**config.mk**
```make
export PLATFORM = sky130hd
export DESIGN_NAME = game_session_controller
export DESIGN_NICKNAME = d
export VERILOG_FILES = /design/src/rtl/game_session_pkg.sv /design/src/rtl/game_session_controller_edge_pulse.sv /design/src/rtl/game_session_controller.sv
export SDC_FILE = /design/constraint.sdc
export NUM_CORES = 1
export LEC_CHECK = 0
export CAP_MARGIN = 20
export CORE_ASPECT_RATIO = 0.6
export CORE_MARGIN = 1
export CORE_UTILIZATION = 25
export DETAILED_ROUTE_END_ITERATION = 12
export DONT_BUFFER_PORTS = 1
export GPL_TIMING_DRIVEN = 0
export PLACE_DENSITY = 0.42
export SLEW_MARGIN = 20
export SYNTH_ARGS = -nofsm -noshare
export SYNTH_HDL_FRONTEND = slang
export SYNTH_HIERARCHICAL = 1
export SYNTH_SLANG_ARGS = --single-unit
```
**constraint.sdc**
```tcl
create_clock -name vga_clock -period 6.41 [get_ports vga_clock]
set_input_delay 0.3205 -clock vga_clock [delete_from_list [all_inputs] [get_ports vga_clock]]
set_output_delay 0.3205 -clock vga_clock [all_outputs]
set_load 0.005 [all_outputs]
```
**src/rtl/game_session_pkg.sv**
```systemverilog
// Shared types, constants and small helpers for the game session controller.
package game_session_pkg;

    typedef enum logic [2:0] {
        IDLE      = 3'd0,
        PLAYING   = 3'd1,
        DYING     = 3'd2,
        RESPAWN   = 3'd3,
        GAME_OVER = 3'd4,
        WON       = 3'd5
    } game_state_t;

    localparam logic [15:0] SCORE_MAX = 16'hFFFF;

    // Enemy masks are at most eight wide, so counts are taken over a byte.
    function automatic int unsigned popcount8(input logic [7:0] bits);
        int unsigned n;
        n = 0;
        for (int i = 0; i < 8; i++) begin
            if (bits[i]) n++;
        end
        return n;
    endfunction

    // Score additions clamp at the top of the 16-bit range instead of wrapping.
    function automatic logic [15:0] score_add(input logic [15:0] base, input logic [31:0] inc);
        logic [32:0] sum;
        sum = {17'd0, base} + {1'b0, inc};
        if (sum > {17'd0, SCORE_MAX}) return SCORE_MAX;
        return sum[15:0];
    endfunction

    // Thermometer bar of remaining lives, capped at seven lit segments.
    function automatic logic [6:0] lives_bar(input logic [3:0] n);
        logic [6:0] bar;
        for (int i = 0; i < 7; i++) begin
            bar[i] = (n > 4'(i));
        end
        return bar;
    endfunction

endpackage

```
**src/rtl/game_session_controller_edge_pulse.sv**
```systemverilog
// Optional synchroniser chain followed by a registered rising-edge detector.
// The input is normalised to active-high first, so every flop resets to the
// inactive level regardless of polarity.
module edge_pulse #(
    parameter int SYNC_STAGES = 0,
    parameter bit ACTIVE_LOW  = 1'b0
) (
    input  logic clk,
    input  logic reset,
    input  logic level,
    output logic pulse
);

    logic active;
    logic sampled;
    logic prev;

    assign active = ACTIVE_LOW ? ~level : level;

    generate
        if (SYNC_STAGES == 0) begin : g_direct
            assign sampled = active;
        end else begin : g_sync
            logic [SYNC_STAGES-1:0] sync_q;

            // Shift the asynchronous level through the synchroniser chain.
            always_ff @(posedge clk) begin
                if (!reset) begin
                    sync_q <= '0;
                end else begin
                    sync_q <= SYNC_STAGES'({sync_q, active});
                end
            end

            assign sampled = sync_q[SYNC_STAGES-1];
        end
    endgenerate

    // Remember the previous level and emit one pulse per inactive-to-active change.
    always_ff @(posedge clk) begin
        if (!reset) begin
            prev  <= 1'b0;
            pulse <= 1'b0;
        end else begin
            prev  <= sampled;
            pulse <= sampled & ~prev;
        end
    end

endmodule

```
**src/rtl/game_session_controller.sv**
```systemverilog
// Session sequencer: title, play, death, respawn, game-over and win flow.
// Owns the frame tick, countdown timer, lives, score and enemy alive mask,
// and tells the game logic when to freeze and when to reload positions.
module game_session_controller
    import game_session_pkg::*;
#(
    parameter int NUM_ENEMIES       = 2,
    parameter int FRAMES_PER_SECOND = 60,
    parameter int TIME_LIMIT        = 300,
    parameter int START_LIVES       = 3,
    parameter int DEATH_FRAMES      = 90,
    parameter int STOMP_POINTS      = 100,
    parameter bit VSYNC_ACTIVE_LOW  = 1'b1,
    parameter bit BUTTON_ACTIVE_LOW = 1'b1
) (
    input  logic                   vga_clock,
    input  logic                   reset,
    input  logic                   vsync,
    input  logic                   start_button,
    input  logic [NUM_ENEMIES-1:0] enemy_hit,
    input  logic [NUM_ENEMIES-1:0] enemy_stomp,
    input  logic                   mario_fell,
    input  logic                   goal_reached,
    output game_state_t            state,
    output logic                   frame_tick,
    output logic                   freeze,
    output logic                   respawn,
    output logic [NUM_ENEMIES-1:0] enemy_alive,
    output logic [31:0]            seconds,
    output logic [3:0]             lives,
    output logic [15:0]            score,
    output logic [9:0]             leds
);

    localparam logic [15:0] FRAME_LAST   = 16'(FRAMES_PER_SECOND - 1);
    localparam logic [15:0] DEATH_LAST   = 16'(DEATH_FRAMES - 1);
    localparam logic [31:0] SECONDS_INIT = 32'(TIME_LIMIT);
    localparam logic [3:0]  LIVES_INIT   = 4'(START_LIVES);
    localparam logic [31:0] STOMP_VALUE  = 32'(STOMP_POINTS);

    game_state_t            state_next;
    logic                   start_pulse;
    logic [NUM_ENEMIES-1:0] hit_eff;
    logic [NUM_ENEMIES-1:0] stomp_eff;
    logic                   death_event;
    logic [15:0]            frame_count;
    logic [15:0]            frame_count_next;
    logic [15:0]            death_count;
    logic [15:0]            death_count_next;
    logic [31:0]            seconds_next;
    logic [3:0]             lives_next;
    logic [15:0]            score_next;
    logic [NUM_ENEMIES-1:0] alive_next;

    edge_pulse #(
        .SYNC_STAGES (0),
        .ACTIVE_LOW  (VSYNC_ACTIVE_LOW)
    ) u_vsync_edge (
        .clk   (vga_clock),
        .reset (reset),
        .level (vsync),
        .pulse (frame_tick)
    );

    edge_pulse #(
        .SYNC_STAGES (2),
        .ACTIVE_LOW  (BUTTON_ACTIVE_LOW)
    ) u_start_edge (
        .clk   (vga_clock),
        .reset (reset),
        .level (start_button),
        .pulse (start_pulse)
    );

    // A stomp on an enemy overrides a hit on that same enemy; dead enemies never interact.
    assign hit_eff     = enemy_hit & ~enemy_stomp & enemy_alive;
    assign stomp_eff   = enemy_stomp & enemy_alive;
    assign death_event = (|hit_eff) || mario_fell || (seconds == 32'd0);

    // State register.
    always_ff @(posedge vga_clock) begin
        if (!reset) begin
            state <= IDLE;
        end else begin
            state <= state_next;
        end
    end

    // Next-state selection; play events are only evaluated on frame ticks.
    always_comb begin
        state_next = state;
        case (state)
            IDLE: begin
                if (start_pulse) state_next = PLAYING;
            end
            PLAYING: begin
                if (frame_tick) begin
                    if (goal_reached)     state_next = WON;
                    else if (death_event) state_next = DYING;
                end
            end
            DYING: begin
                if (frame_tick && death_count == DEATH_LAST) begin
                    state_next = (lives == 4'd0) ? GAME_OVER : RESPAWN;
                end
            end
            RESPAWN: begin
                state_next = PLAYING;
            end
            GAME_OVER, WON: begin
                if (start_pulse) state_next = IDLE;
            end
            default: begin
                state_next = IDLE;
            end
        endcase
    end

    // Control outputs decoded from the current state.
    always_comb begin
        freeze  = (state != PLAYING);
        respawn = (state == RESPAWN);
    end

    // Session counters: timer, lives, score and alive mask updates per state.
    always_comb begin
        seconds_next     = seconds;
        lives_next       = lives;
        score_next       = score;
        alive_next       = enemy_alive;
        frame_count_next = frame_count;
        death_count_next = death_count;
        case (state)
            IDLE: begin
                if (start_pulse) begin
                    seconds_next     = SECONDS_INIT;
                    lives_next       = LIVES_INIT;
                    score_next       = 16'd0;
                    alive_next       = '1;
                    frame_count_next = 16'd0;
                end
            end
            PLAYING: begin
                if (frame_tick) begin
                    if (goal_reached) begin
                        score_next = score_add(score, seconds);
                    end else if (death_event) begin
                        lives_next       = (lives == 4'd0) ? 4'd0 : lives - 4'd1;
                        death_count_next = 16'd0;
                    end else begin
                        alive_next = enemy_alive & ~stomp_eff;
                        score_next = score_add(score, STOMP_VALUE * popcount8(8'(stomp_eff)));
                        if (frame_count == FRAME_LAST) begin
                            frame_count_next = 16'd0;
                            if (seconds != 32'd0) seconds_next = seconds - 32'd1;
                        end else begin
                            frame_count_next = frame_count + 16'd1;
                        end
                    end
                end
            end
            DYING: begin
                if (frame_tick) begin
                    death_count_next = death_count + 16'd1;
                    if (death_count == DEATH_LAST && lives != 4'd0) begin
                        seconds_next     = SECONDS_INIT;
                        alive_next       = '1;
                        frame_count_next = 16'd0;
                    end
                end
            end
            default: begin
            end
        endcase
    end

    // Session counter registers.
    always_ff @(posedge vga_clock) begin
        if (!reset) begin
            seconds     <= SECONDS_INIT;
            lives       <= LIVES_INIT;
            score       <= 16'd0;
            enemy_alive <= '1;
            frame_count <= 16'd0;
            death_count <= 16'd0;
        end else begin
            seconds     <= seconds_next;
            lives       <= lives_next;
            score       <= score_next;
            enemy_alive <= alive_next;
            frame_count <= frame_count_next;
            death_count <= death_count_next;
        end
    end

    // LED status register built from next values so it always agrees with state and lives.
    always_ff @(posedge vga_clock) begin
        if (!reset) begin
            leds <= {IDLE, lives_bar(LIVES_INIT)};
        end else begin
            leds <= {state_next, lives_bar(lives_next)};
        end
    end

endmodule

```
# --- After elaboration in Yosys (flattened, before gate mapping) ---
# Index checks and enable logic that the tools add are counted.
totals:
  reg_bits: 105
  latchBits: 0
  ram_bits: 0
  rom_bits: 0
  inputBits: 10
  mem_count: 0
classes:
  n_addsub: 7
  multipliers: 1
  div_mod_pow: 0
  order_cmp: 9
  eq_ne: 18
  shift: 0
  n_mux: 70
  bitwise_logic: 12
  n_reduce_logical: 18
ops:
  columns: ["op", "count"]
  rows:
  - ["32-bit two-way mux", 17]
  - ["16-bit two-way mux", 18]
  - ["32-bit case mux with 3 select lines", 1]
  - ["16-bit by 32-bit adder with 33-bit output", 2]
  - ["33-bit by 16-bit > comparator with 1-bit output, second input constant", 2]
  - ["16-bit case mux with 2 select lines", 2]
  - ["16-bit case mux with 3 select lines", 1]
  - ["16-bit by 1-bit adder with 16-bit output, second input constant", 2]
  - ["32-bit by 1-bit adder with 32-bit output, second input constant", 1]
  - ["32-bit zero test", 1]
  - ["5-bit by 32-bit multiplier with 30-bit output, first input constant", 1]
  - ["32-bit nonzero test", 1]
  - ["32-bit by 1-bit subtractor with 32-bit output, second input constant", 1]
  - ["3-bit two-way mux", 7]
  - ["4-bit two-way mux", 5]
  - ["16-bit by 6-bit equality test with 1-bit output, second input constant", 1]
  - ["16-bit by 7-bit equality test with 1-bit output, second input constant", 1]
  - ["3-bit case mux with 5 select lines", 1]
  - ["4-bit by 3-bit > comparator with 1-bit output, second input constant", 3]
  - ["2-bit two-way mux", 6]
  - ["2-bit != test, second input constant", 6]
  - ["1-bit two-way mux", 10]
  - ["9-bit AND reduction", 1]
  - ["2-bit AND", 4]
  - ["25 further kinds", 40]

# --- Longest topological paths before layout ---
logic_depth:
  ltp_word: 29
  ltp_mapped: 13

# --- Hierarchy ---
# Netlist, hierarchy kept.
by_module_without_submodules:
  columns: ["mod", "instances", "cells_each", "area_each_um2", "seq_area_each_um2"]
  rows:
  - ["game_session_controller", 1, 849, 6646.4, 1921.8]
  - ["edge_pulse (u_start_edge)", 1, 8, 107.6, 80.1]
  - ["edge_pulse (u_vsync_edge)", 1, 4, 58.8, 40.0]

# --- Least setup slack after synthesis ---
# Ideal clock, no wire load.
synth_path:
  path_type: "register to register"
  startpoint: "reg seconds[0]"
  endpoint: "reg score[0]"
  setup_time_ns: 0.134
  arrival_time_ns: 2.772
  path_slack_ns: 3.504
  stages_incl_launch_ff: 12
  n_path_buf: 0
  path_cell_list: "dfxtp_1 ha_1 inv_1 fa_1 nand2b_1 a21oi_1 o21ai_1 a32o_1 a211oi_1 nand4_2 nor3_4 o211ai_1"
synth_between:
  elab_chain_len: 10
  elab_cells_between_ends: 14
  cone_classes: "1 x add/sub; 1 x order compare; 1 x eq/ne; 8 x mux; 3 x reduce/logical"
synth_lines:
  columns: ["item", "line_no", "text"]
  rows:
  - ["from (decl)", "game_session_controller.sv:29", "output logic [31:0] seconds,"]
  - ["from (signal assigned)", "game_session_controller.sv:187", "seconds <= seconds_next;"]
  - ["16-bit by 32-bit adder with 33-bit output", "game_session_pkg.sv:28", "sum = {17'd0, base} + {1'b0, inc};"]
  - ["33-bit by 16-bit > comparator with 1-bit output", "game_session_pkg.sv:29", "if (sum > {17'd0, SCORE_MAX}) return SCORE_MAX;"]
  - ["1-bit two-way mux", "game_session_pkg.sv:29", null]
  - ["1-bit two-way mux", "game_session_controller.sv:145", "if (goal_reached) begin"]
  - ["1-bit two-way mux", "game_session_controller.sv:144", "if (frame_tick) begin"]
  - ["1-bit two-way mux", "game_session_controller.sv:133", "case (state)"]
  - ["16-bit two-way mux", "game_session_pkg.sv:30", "return sum[15:0];"]
  - ["16-bit two-way mux", "game_session_controller.sv:145", null]
  - ["16-bit two-way mux", "game_session_controller.sv:144", null]
  - ["16-bit case mux with 2 select lines", "game_session_controller.sv:133", null]
  - ["to (signal assigned)", "game_session_controller.sv:189", "score <= score_next;"]
  - ["to (decl)", "game_session_controller.sv:31", "output logic [15:0] score,"]
# Parallel ways exist; a longest one is shown, timed or not. The select of a mux whose other input is x is not followed.
# A chain may end at the register's enable or synchronous reset.

# --- Worst setup path after layout ---
layout_path:
  startpoint: "reg enemy_alive[1]"
  endpoint: "reg score[1]"
layout_between:
  elab_chain_len: 19
  elab_cells_between_ends: 25
  cone_classes: "1 x add/sub; 1 x mul; 1 x order compare; 1 x eq/ne; 15 x mux; 2 x bitwise; 4 x reduce/logical"
layout_lines:
  columns: ["item", "line_no", "text"]
  rows:
  - ["from (decl)", "game_session_controller.sv:28", "output logic [NUM_ENEMIES-1:0] enemy_alive,"]
  - ["from (signal assigned)", "game_session_controller.sv:190", "enemy_alive <= alive_next;"]
  - ["2-bit AND", "game_session_controller.sv:77", "assign stomp_eff = enemy_stomp & enemy_alive;"]
  - ["32-bit two-way mux", "game_session_pkg.sv:20", "if (bits[i]) n++;"]
  - ["32-bit two-way mux", "game_session_controller.sv:147", "end else if (death_event) begin"]
  - ["32-bit two-way mux", "game_session_controller.sv:145", null]
  - ["32-bit two-way mux", "game_session_controller.sv:144", null]
  - ["32-bit two-way mux", "game_session_controller.sv:133", null]
  - ["5-bit by 32-bit multiplier with 30-bit output", "game_session_controller.sv:152", "score_next = score_add(score, STOMP_VALUE * popcount8(8'(stomp_eff)));"]
  - ["16-bit by 32-bit adder with 33-bit output", "game_session_pkg.sv:28", null]
  - ["[3 not listed]", null, null]
  - ["1-bit two-way mux", "game_session_controller.sv:145", null]
  - ["1-bit two-way mux", "game_session_controller.sv:144", null]
  - ["1-bit two-way mux", "game_session_controller.sv:133", null]
  - ["16-bit two-way mux", "game_session_pkg.sv:30", null]
  - ["16-bit two-way mux", "game_session_controller.sv:147", null]
  - ["16-bit two-way mux", "game_session_controller.sv:145", null]
  - ["16-bit two-way mux", "game_session_controller.sv:144", null]
  - ["16-bit case mux with 2 select lines", "game_session_controller.sv:133", null]
# Parallel ways exist; a longest one is shown, timed or not. The select of a mux whose other input is x is not followed.

==> flow_metrics.tcl <==
set metrics [dict create \
    power_density_mw_per_mm2 170.1 \
    ys_top_cells_by_area "dfxtp_1 (30%), ha_1 (5.7%), nor2_1 (5.1%)" \
    outcome "finished, final reports clean" \
    die_area_mm2 0.02794 \
    min_path_cells 1 \
    rsz0062_at_grt "no" \
    grt_pass1_vias 5594 \
    cts_tree "yes" \
    wl_per_cell_um 19.27 \
    detailed_place_hpwl_mm 18.71 \
    async_reset_ff_frac 0 \
    grt_max_degree 19 \
    synth-seq-cells 102 \
    fin_crit_ps 4173 \
    worstPathArrival_ps 4450 \
    wl_mm 23.85 \
    num_io_pins 80 \
    fin_tns_setup_ps 0 \
    num_vias 6469 \
    syn_nets 904 \
    start_util 0.2562 \
    cts_sinks 102 \
    path_clk_slew_ps 70 \
    slew_viol_final 0 \
    netlist_top_cells_count "dfxtp_1 (102), nor2_1 (93), nand2_1 (79)" \
    yosys_warnings 6 \
    setup_violations 0 \
    drive_gt1_frac 0.06948 \
    placementRows 46 \
    io_buffers 0 \
    p_leak_nw 2.686 \
    synth_top_area_cell "dfxtp_1" \
    yosysMostFrequentCell "dfxtp_1" \
    syn_to_final_growth_pct 11.24 \
    cap_violations 0 \
    diodes 0 \
    first_iter_violations 698 \
    fillCellCount 2882 \
    synth_area_per_cell_um2 7.913 \
    post-route-util 0.2850 \
    crit_required_ps 6690 \
    dp_cells 1221 \
    antenna_found_initial 0 \
    fmax_mhz 239.6 \
    grt-ovfl-total 0 \
    ff2ff_path_depth 12 \
    critical_path_class "register to register" \
    cp-end-kind "register" \
    cts_resized 0 \
    synth_edf_count 0 \
    synth_cell_types 79 \
    postSynthCellCount 861 \
    synth_top_area_frac 0.2997 \
    cts_buffer_depth 2 \
    syn_area_mm2 0.006813 \
    grt_pass1_wl_mm 35.79 \
    clkLatencyLatePin_ps 360 \
    coreArea_mm2 0.02659 \
    instances_no_fill 1238 \
    die_h_um 129.9 \
    htreeDepth 3 \
    tightest_slew_ps 935.6 \
    slew_headroom 0.3705 \
    ant_nets 0 \
    holdCritPathClass "primary input to register" \
    skew_ps 16.66 \
    synth-seq-area-share 0.2997 \
    die_w_um 215.1 \
    crit_fanout 10 \
    numCtsBuffers 9 \
    period_share 0.6510 \
    place_congestion 0.9235 \
    cp-start-kind "register" \
    viasPerCell 5.225 \
    drt-pass1-iter-count 5 \
    track_usage 0.1686 \
    nNetsFinal 916 \
    peakVddDrop_v 0.0001174 \
    synth_flop_cell "dfxtp_1" \
    drc 0 \
    cts_root_buffer "clkbuf_16" \
    hold_viol 0 \
]
==> per-stage QoR <==
stage                     setup WS (ps)  total power, mW  hold WS [ps]  cell area (um2)
final                              2237            1.289         28.17             7579
after global routing               1936            1.342         6.361             7579
after CTS                          2315            1.315         6.372             7579
after detailed placement           2343           0.7174         395.2             7263
after global placement             2399           0.7178         393.2             7263
after floorplan                    3504           0.6961         389.2             6813
==> layout make-up <==
class	count	area, um2	area share
Inverter	34	127.6	0.01684
Buffer	40	191.4	0.02526
Timing Repair Buffer	1	10.01	0.001321
Tap cell	360	450.4	0.05944
Clock inverter	7	80.08	0.01057
Clock buffer	9	225.2	0.02972
Multi-Input combinational cell	685	4452	0.5874
Sequential cell	102	2042	0.2694
==> per-layer routing <==
metal,GRT usage,share of wire
met2,0.2157,0.37
met5,0,0
met4,0.02253,0.0058
met1,0.2741,0.54
met3,0.04266,0.084
==> power breakdown <==
part | internal, mW | switching [mW]
logic | 0.0189 | 0.0429
registers | 0.636 | 0.00575
clock network | 0.308 | 0.277
total | 0.964 | 0.325
==> sequential cells by signal, indices dropped and copies added (netlist names) <==
register and cells:
seconds 32, death_count 16, frame_count 16, score 16
leds 7, lives 4, state 3, enemy_alive 2
u_start_edge/g_sync.sync_q 2, u_start_edge/prev 1, u_start_edge/pulse 1, u_vsync_edge/prev 1
u_vsync_edge/pulse 1
==> worst max-delay path, cell delays in order (launching register included) <==
cell and delay, ps:
dfxtp_1 420, nand2_1 300, ha_1 450, ha_1 200, fa_1 220, a31oi_1 130, o21bai_1 210, a41oi_1 310
o31ai_1 800, clkbuf_1 470, nand2_1 180, or2_2 320, o211ai_1 70
==> cells by family (layout without fill, tap and decap cells) <==
| logic type | after synthesis | in the layout | synth area share |
|---|---|---|---|
| simple gates | 369 | 369 | 0.2865 |
| compound gates | 206 | 206 | 0.2044 |
| flops | 102 | 102 | 0.2997 |
| buf+inv | 74 | 91 | 0.04683 |
| xor+xnor | 73 | 73 | 0.09385 |
| fa+ha+maj | 33 | 33 | 0.06281 |
| mux | 4 | 4 | 0.005877 |
==> path summary, 6_finish.rpt <==
path                                   startpoint  slack (ps)                 end
worst min register to register  u_vsync_edge/prev         400  u_vsync_edge/pulse
worst min-delay path                        vsync          30   u_vsync_edge/prev
worst max register to register     enemy_alive[1]        2240            score[1]
worst max-delay path               enemy_alive[1]        2240            score[1]
==> layout by cell type (no fill, tap or decap), drive strengths merged, types with 17 or more instances in the layout <==
cell	instances
nand4	26
ha	31
inv	36
nand3	30
nor2	94
clkbuf	29
a21oi	48
o211ai	17
xnor2	36
o21ai	61
dfxtp	102
xor2	37
nor4	24
buf	20
nor3	25
nand2	79
==> what timing repair did <==
action                                  in CTS  in global routing
endpoints found under the setup margin       0                  0
hold buffers                                 1                  0
buffers inserted                             0                  0
endpoints found under the hold margin        1                  0
No activity file was read; power rests on OpenSTA's default activity.
